==> src/rtl/computer_loader.sv <==
// Host-side loader for the 4-bit computer: streams program words into its
// instruction/data memories, pads with HLT, then runs it and captures d_out.
module computer_loader #(
  parameter int unsigned RUN_W = 8
) (
  input  logic             clk,
  input  logic             rst_n,
  input  logic             start,
  input  logic [RUN_W-1:0] run_cycles,
  input  logic             s_valid,
  output logic             s_ready,
  input  logic [7:0]       s_ins,
  input  logic [3:0]       s_data,
  input  logic             s_last,
  output logic             cpu_rst,
  output logic [3:0]       cpu_ins_address,
  output logic [7:0]       cpu_ins,
  output logic [3:0]       cpu_d_in,
  input  logic [3:0]       cpu_d_out,
  output logic [3:0]       result,
  output logic             done
);

  localparam int unsigned ADDR_W = 4;
  localparam int unsigned INS_W  = 8;
  localparam int unsigned DATA_W = 4;

  localparam logic [INS_W-1:0]  HLT_INS   = 8'h0F;
  localparam logic [ADDR_W-1:0] LAST_ADDR = 4'hF;

  typedef enum logic [2:0] {
    ST_IDLE,
    ST_LOAD,
    ST_FILL,
    ST_SETTLE,
    ST_RUN,
    ST_DONE
  } state_t;

  state_t              r_state;
  logic [ADDR_W-1:0]   r_cnt;
  logic [RUN_W-1:0]    r_budget;
  logic [RUN_W-1:0]    r_run_cnt;
  logic [ADDR_W-1:0]   r_addr;
  logic [INS_W-1:0]    r_ins;
  logic [DATA_W-1:0]   r_din;
  logic [DATA_W-1:0]   r_result;
  logic                r_done;
  logic                r_s_ready;
  logic                r_cpu_rst;

  state_t              w_state_nxt;
  logic [ADDR_W-1:0]   w_cnt_nxt;
  logic [RUN_W-1:0]    w_budget_nxt;
  logic [RUN_W-1:0]    w_run_cnt_nxt;
  logic [ADDR_W-1:0]   w_addr_nxt;
  logic [INS_W-1:0]    w_ins_nxt;
  logic [DATA_W-1:0]   w_din_nxt;
  logic [DATA_W-1:0]   w_result_nxt;
  logic                w_done_nxt;
  logic                w_s_ready_nxt;
  logic                w_cpu_rst_nxt;
  logic                w_hs;
  logic [RUN_W-1:0]    w_budget_min1;

  assign w_hs          = s_valid && r_s_ready;
  // A zero budget still runs the computer for one cycle.
  assign w_budget_min1 = (r_budget == '0) ? RUN_W'(1) : r_budget;

  // Next-state and next-output logic.
  always_comb begin
    w_state_nxt   = r_state;
    w_cnt_nxt     = r_cnt;
    w_budget_nxt  = r_budget;
    w_run_cnt_nxt = r_run_cnt;
    w_addr_nxt    = r_addr;
    w_ins_nxt     = r_ins;
    w_din_nxt     = r_din;
    w_result_nxt  = r_result;
    w_done_nxt    = r_done;

    case (r_state)
      ST_IDLE, ST_DONE: begin
        if (start) begin
          w_budget_nxt = run_cycles;
          w_cnt_nxt    = '0;
          w_done_nxt   = 1'b0;
          w_state_nxt  = ST_LOAD;
        end
      end
      ST_LOAD: begin
        if (w_hs) begin
          w_addr_nxt = r_cnt;
          w_ins_nxt  = s_ins;
          w_din_nxt  = s_data;
          w_cnt_nxt  = r_cnt + ADDR_W'(1);
          if (r_cnt == LAST_ADDR) begin
            w_state_nxt = ST_SETTLE;
          end else if (s_last) begin
            w_state_nxt = ST_FILL;
          end
        end
      end
      ST_FILL: begin
        w_addr_nxt = r_cnt;
        w_ins_nxt  = HLT_INS;
        w_din_nxt  = '0;
        w_cnt_nxt  = r_cnt + ADDR_W'(1);
        if (r_cnt == LAST_ADDR) begin
          w_state_nxt = ST_SETTLE;
        end
      end
      ST_SETTLE: begin
        w_run_cnt_nxt = w_budget_min1;
        w_state_nxt   = ST_RUN;
      end
      ST_RUN: begin
        if (r_run_cnt <= RUN_W'(1)) begin
          w_result_nxt = cpu_d_out;
          w_done_nxt   = 1'b1;
          w_state_nxt  = ST_DONE;
        end else begin
          w_run_cnt_nxt = r_run_cnt - RUN_W'(1);
        end
      end
      default: begin
        w_state_nxt = ST_IDLE;
      end
    endcase

    // Handshake and computer reset follow the state being entered.
    w_s_ready_nxt = (w_state_nxt == ST_LOAD);
    w_cpu_rst_nxt = !((w_state_nxt == ST_RUN) || (w_state_nxt == ST_DONE));
  end

  // State and output registers.
  always_ff @(posedge clk) begin
    if (!rst_n) begin
      r_state   <= ST_IDLE;
      r_cnt     <= '0;
      r_budget  <= '0;
      r_run_cnt <= '0;
      r_addr    <= '0;
      r_ins     <= HLT_INS;
      r_din     <= '0;
      r_result  <= '0;
      r_done    <= 1'b0;
      r_s_ready <= 1'b0;
      r_cpu_rst <= 1'b1;
    end else begin
      r_state   <= w_state_nxt;
      r_cnt     <= w_cnt_nxt;
      r_budget  <= w_budget_nxt;
      r_run_cnt <= w_run_cnt_nxt;
      r_addr    <= w_addr_nxt;
      r_ins     <= w_ins_nxt;
      r_din     <= w_din_nxt;
      r_result  <= w_result_nxt;
      r_done    <= w_done_nxt;
      r_s_ready <= w_s_ready_nxt;
      r_cpu_rst <= w_cpu_rst_nxt;
    end
  end

  assign s_ready         = r_s_ready;
  assign cpu_rst         = r_cpu_rst;
  assign cpu_ins_address = r_addr;
  assign cpu_ins         = r_ins;
  assign cpu_d_in        = r_din;
  assign result          = r_result;
  assign done            = r_done;

endmodule

==> config.mk <==
export PLATFORM = sky130hd
export DESIGN_NAME = computer_loader
export DESIGN_NICKNAME = d
export VERILOG_FILES = /design/src/rtl/computer_loader.sv
export SDC_FILE = /design/constraint.sdc
export NUM_CORES = 1
export LEC_CHECK = 0
export BUFFER_PORTS_ARGS = -buffer_cell sky130_fd_sc_hd__buf_2
export CAP_MARGIN = 20
export CORE_MARGIN = 2
export CORE_UTILIZATION = 57
export DETAILED_ROUTE_END_ITERATION = 8
export PLACE_DENSITY = 0.84
export SLEW_MARGIN = 10
export SYNTH_ARGS = -nofsm -noshare
export SYNTH_HDL_FRONTEND = slang
export SYNTH_SLANG_ARGS = --single-unit
==> constraint.sdc <==
create_clock -name clk -period 5.1 [get_ports clk]
set_input_delay 0.765 -clock clk [delete_from_list [all_inputs] [get_ports clk]]
set_output_delay 0.765 -clock clk [all_outputs]
set_load 0.1 [all_outputs]
Word level (Yosys, flattened, before mapping)
Index checks and enable logic that the tools add are counted.
Operators by class
  add/subtract/negate cells: 2
  order comparisons: 1
  equal/unequal tests: 13
  mux-type cells: 22
  reductions and logical operators: 16
Operator list (count)
  8-bit one-hot mux with 2 select lines: 2
  8-bit 2-to-1 mux: 3
  3-bit 2-to-1 mux: 6
  4-bit 2-to-1 mux: 4
  4-bit one-hot mux with 2 select lines: 2
  3-bit one-hot mux with 5 select lines: 1
  3-bit == test (second input constant): 4
  4-bit one-hot mux with 3 select lines: 1
  8-bit by 1-bit less-or-equal comparator with 1-bit output (second input constant): 1
  8-bit logical NOT: 1
  2-bit != test (second input constant): 4
  2-bit AND reduction: 4
  8-bit by 1-bit subtractor with 8-bit output (second input constant): 1
  3-bit by 1-bit == test with 1-bit output (second input constant): 2
  3-bit by 2-bit == test with 1-bit output (second input constant): 2
  3-bit AND reduction: 2
  2-bit nonzero test: 3
  4-bit by 1-bit adder with 4-bit output (second input constant): 1
  4-bit == test (second input constant): 1
  3-bit logical NOT: 1
  3-bit nonzero test: 1
  1-bit 2-to-1 mux: 2
  1-bit one-hot mux with 2 select lines: 1
  2-bit OR reduction: 1
  other kinds (3): 3
Word-level totals
  register bits: 46
  input bits: 29
  logic and storage cells: 65

Depth between registers and ports, before layout
  depth in word-level cells: 7
  mapped depth: 7
  depth with buffers taken out: 6

Least setup slack after synthesis
OpenSTA, ideal clock, no wires.
  kind: reg2reg
  from: register s_ready (netlist name)
  to: register r_run_cnt[3]
  library setup time: 0.088 ns
  arrival time: 2.156 ns
  setup slack: 2.855 ns
  cell stages (with the launch flop): 6
  path buffers: 1
  clock period less this slack: 2.245 ns
  cells stage by stage: dfxtp_1 > and4b_1 > o22ai_4 > or3_1 > buf_4 > o32ai_2
RTL lines
  end signal, assigned: RTL line 154  | r_run_cnt <= w_run_cnt_nxt;
  end, declared: RTL line 43  | logic [RUN_W-1:0] r_run_cnt;

Worst setup path after layout
  from: register r_state[2]
  to: register r_run_cnt[1]
On the way
  word-level cells in the longest chain between the ends: 3
  elaborated cells on any way between the ends: 6
RTL lines
  start, declared: RTL line 40  | state_t r_state;
  start signal, assigned: RTL line 151  | r_state <= w_state_nxt;
  3-bit == test or 3-bit by 2-bit == test with 1-bit output (tied branches): RTL line 82  | case (r_state)
  2-bit != test (no source line) or 2-bit nonzero test (tied branches)
  2-bit AND reduction (no source line)
Parallel ways exist; a longest one is shown, timed or not.
A chain may end at the register's enable or synchronous reset.

==> out/qor.yml <==
status:
  outcome: "finished clean"
synth:
  ys_types: 47
  ys_ff_latch: 46
  synth_top_area_share: 0.428
  syn_area_per_cell_um2: 8.43
  yosysTopAreaCell: "dfxtp_1"
  synth_nets: 287
  synth-warning-count: 0
  syn-cell-area_um2: 2150
  synthTopCellsByArea: "dfxtp_1 43%, nand2_1 7.7%, a21oi_1 5.6%"
  syn_inst: 255
  synthFlopType: "dfxtp_1"
  synth-edff-count: 0
  synthArstFlopShare: 0
  seq_area_frac_synth: 0.428
sta:
  post-route-min-period_ns: 2.57
  fin_hold_ws_ns: 0.456
  drv_slew: 0
  worst_pin_slew_ns: 0.760
  max_slew_margin: 0.492
  rsz0062_at_grt: "false"
  fin_setup_tns_ns: 0
  fin_ws_ns: 2.53
  min_period_over_period: 0.504
  max_freq_mhz: 389
  setup_viol: 0
  finalHoldViolations: 0
  finClkSkew_ns: 0.00699
grt:
  grt_use_total: 0.234
  grt_pass1_vias: 1773
  grt-ovfl-total: 0
  grt_max_degree: 22
  grt_pass1_wl_mm: 7.80
  antenna_found_initial: 0
cts:
  cts.reportedPaths.clkPinSlew_ns: 0.09
  cts_root_buf: "clkbuf_8"
  post_cts_resized: 0
  cts_tree: "done"
  clock_path_buffers: 2
  cts_hold_buf: 0
  clk-insertion-delay-late_ns: 0.31
  cts_sinks: 46
  cts_setup_buffers: 0
  htreeDepth: 2
  numCtsBuffers: 5
drt:
  wl_mm: 4.53
  dr.pass1.iters: 4
  routedWlPerCell_um: 13.0
  drt_iter0_drc: 116
  route.detailed.drc: 0
  ant_nets: 0
  post_drt_via_cell_ratio: 5.57
  num_vias: 1939
placed_design:
  preCtsSetupSlack_ns: 2.55
  placed_cell_area_um2: 2390
  place_congestion: 0.868
  port_buffers: 51
  dp.final_hpwl_mm: 3.21
  dp_cells: 340
floorplanning:
  rows: 22
  die_area_um2: 4280
  pin_count: 52
  fp.coreArea_um2: 3630
  die_w_um: 65.4
  fp.dieH_um: 65.4
  initial_core_util: 0.592
setup_path:
  cp.arrival_ns: 2.81
  start_kind: "flip-flop"
  critPathMaxFanout: 17
  required_ns: 5.34
  setup.worst_path.class: "flip-flop to flip-flop"
  critPathCaptureType: "flip-flop"
final_layout:
  diodes: 0
  area_delta_synth_final_pct: 16.5
  final_common_cell: "buf_2"
  fin_cells: 348
  nets: 331
  drive_gt1_frac: 0.230
  layout_common_cells: "51 x buf_2, 46 x dfxtp_1, 44 x nand2_1"
  n_fill_cell: 306
  multi_input_area_um2: 1130
  finish.instance_area_um2: 2510
  register_area_um2: 921
job:
  max_cap_violations: 0
power_and_ir_drop:
  power_density_nw_per_um2: 298
  p_leak_nw: 0.999
  ir_drop_mv: 0.248
min_path:
  hold_class: "flip-flop to flip-flop"
-- power breakdown --
group	internal (mW)	leakage (nW)	switching, mW
Sequential	0.369	0.373	0.00997
Clock	0.146	0.0504	0.127
Combinational	0.0290	0.575	0.0649
-- logic make-up after synthesis --
| group | count (synthesis) | share of synthesized area |
|---|---|---|
| and+or+nand+nor | 110 | 0.246 |
| buffers and inverters | 22 | 0.0483 |
| AOI/OAI and AO/OA | 61 | 0.191 |
| DFF | 46 | 0.428 |
| adders and majority gates | 3 | 0.0175 |
| muxes | 12 | 0.0570 |
| xor gates and xnor gates | 1 | 0.0128 |
-- critical path, cell delays in order, from the launching register on --
cell	delay, ns
dfxtp_1	0.70
nor3b_2	0.52
o2111a_1	0.61
or3_1	0.45
mux2i_1	0.22
-- layer usage --
layer	wire length [µm]	share of wire	global-route usage	up-vias
met5	0	0	0	-
met4	109	0.024	0.117	0
met3	359	0.079	0.0462	14
met2	2040	0.45	0.374	75
met1	2010	0.44	0.301	865
li1	-	-	-	985
-- cell usage after synthesis (2+ instances only) --
master    number
buf_4          3
inv_1          8
nor3_1         6
buf_2          2
o21ai_0       13
nor2_1        26
o22ai_1        2
nor4b_1        2
nor4_1         6
or3_1          2
o32ai_2        4
mux2i_1       10
a211oi_1       2
nand2_1       44
a31oi_1        2
a21oi_1       24
and2_1         3
clkbuf_1       8
dfxtp_1       46
o21ai_1        2
nand2b_1       3
and4b_1        2
nand3_1        7
mux2_2         2
ha_1           3
a21boi_0       2
-- stage by stage --
step           total power, mW  utilization
2_1_floorplan            0.458            -
3_3_place_gp             0.479        0.658
3_5_place_dp             0.481        0.658
4_1_cts                  0.748        0.690
5_1_grt                  0.773        0.690
6_report                 0.746        0.690
-- cell type report --
cell class,count,share of cell area
inverters,8,0.0120
multi-input cells,187,0.449
repair buffers,51,0.102
flip-flops and latches,46,0.367
clock buffers,5,0.0275
well taps,48,0.0240
clock inverters,3,0.0180
-- registers in the layout, indices dropped and copies added (netlist names) --
| register | cells |
|---|---|
| r_state | 3 |
| cpu_ins | 8 |
| s_ready | 1 |
| cpu_ins_address | 4 |
| r_cnt | 4 |
| r_run_cnt | 8 |
| result | 4 |
| done | 1 |
| cpu_d_in | 4 |
| r_budget | 8 |
| cpu_rst | 1 |
-- worst paths after layout --
kind,start,end,slack [ns],cells past startpoint
max,r_state[2],r_run_cnt[1],2.53,4
min,cpu_d_in[0],cpu_d_in[0],0.46,2
min reg2reg,cpu_d_in[0],cpu_d_in[0],0.46,2
max reg2reg,r_state[2],r_run_cnt[1],2.53,4
Note: power is estimated with default switching activity, not from simulation.
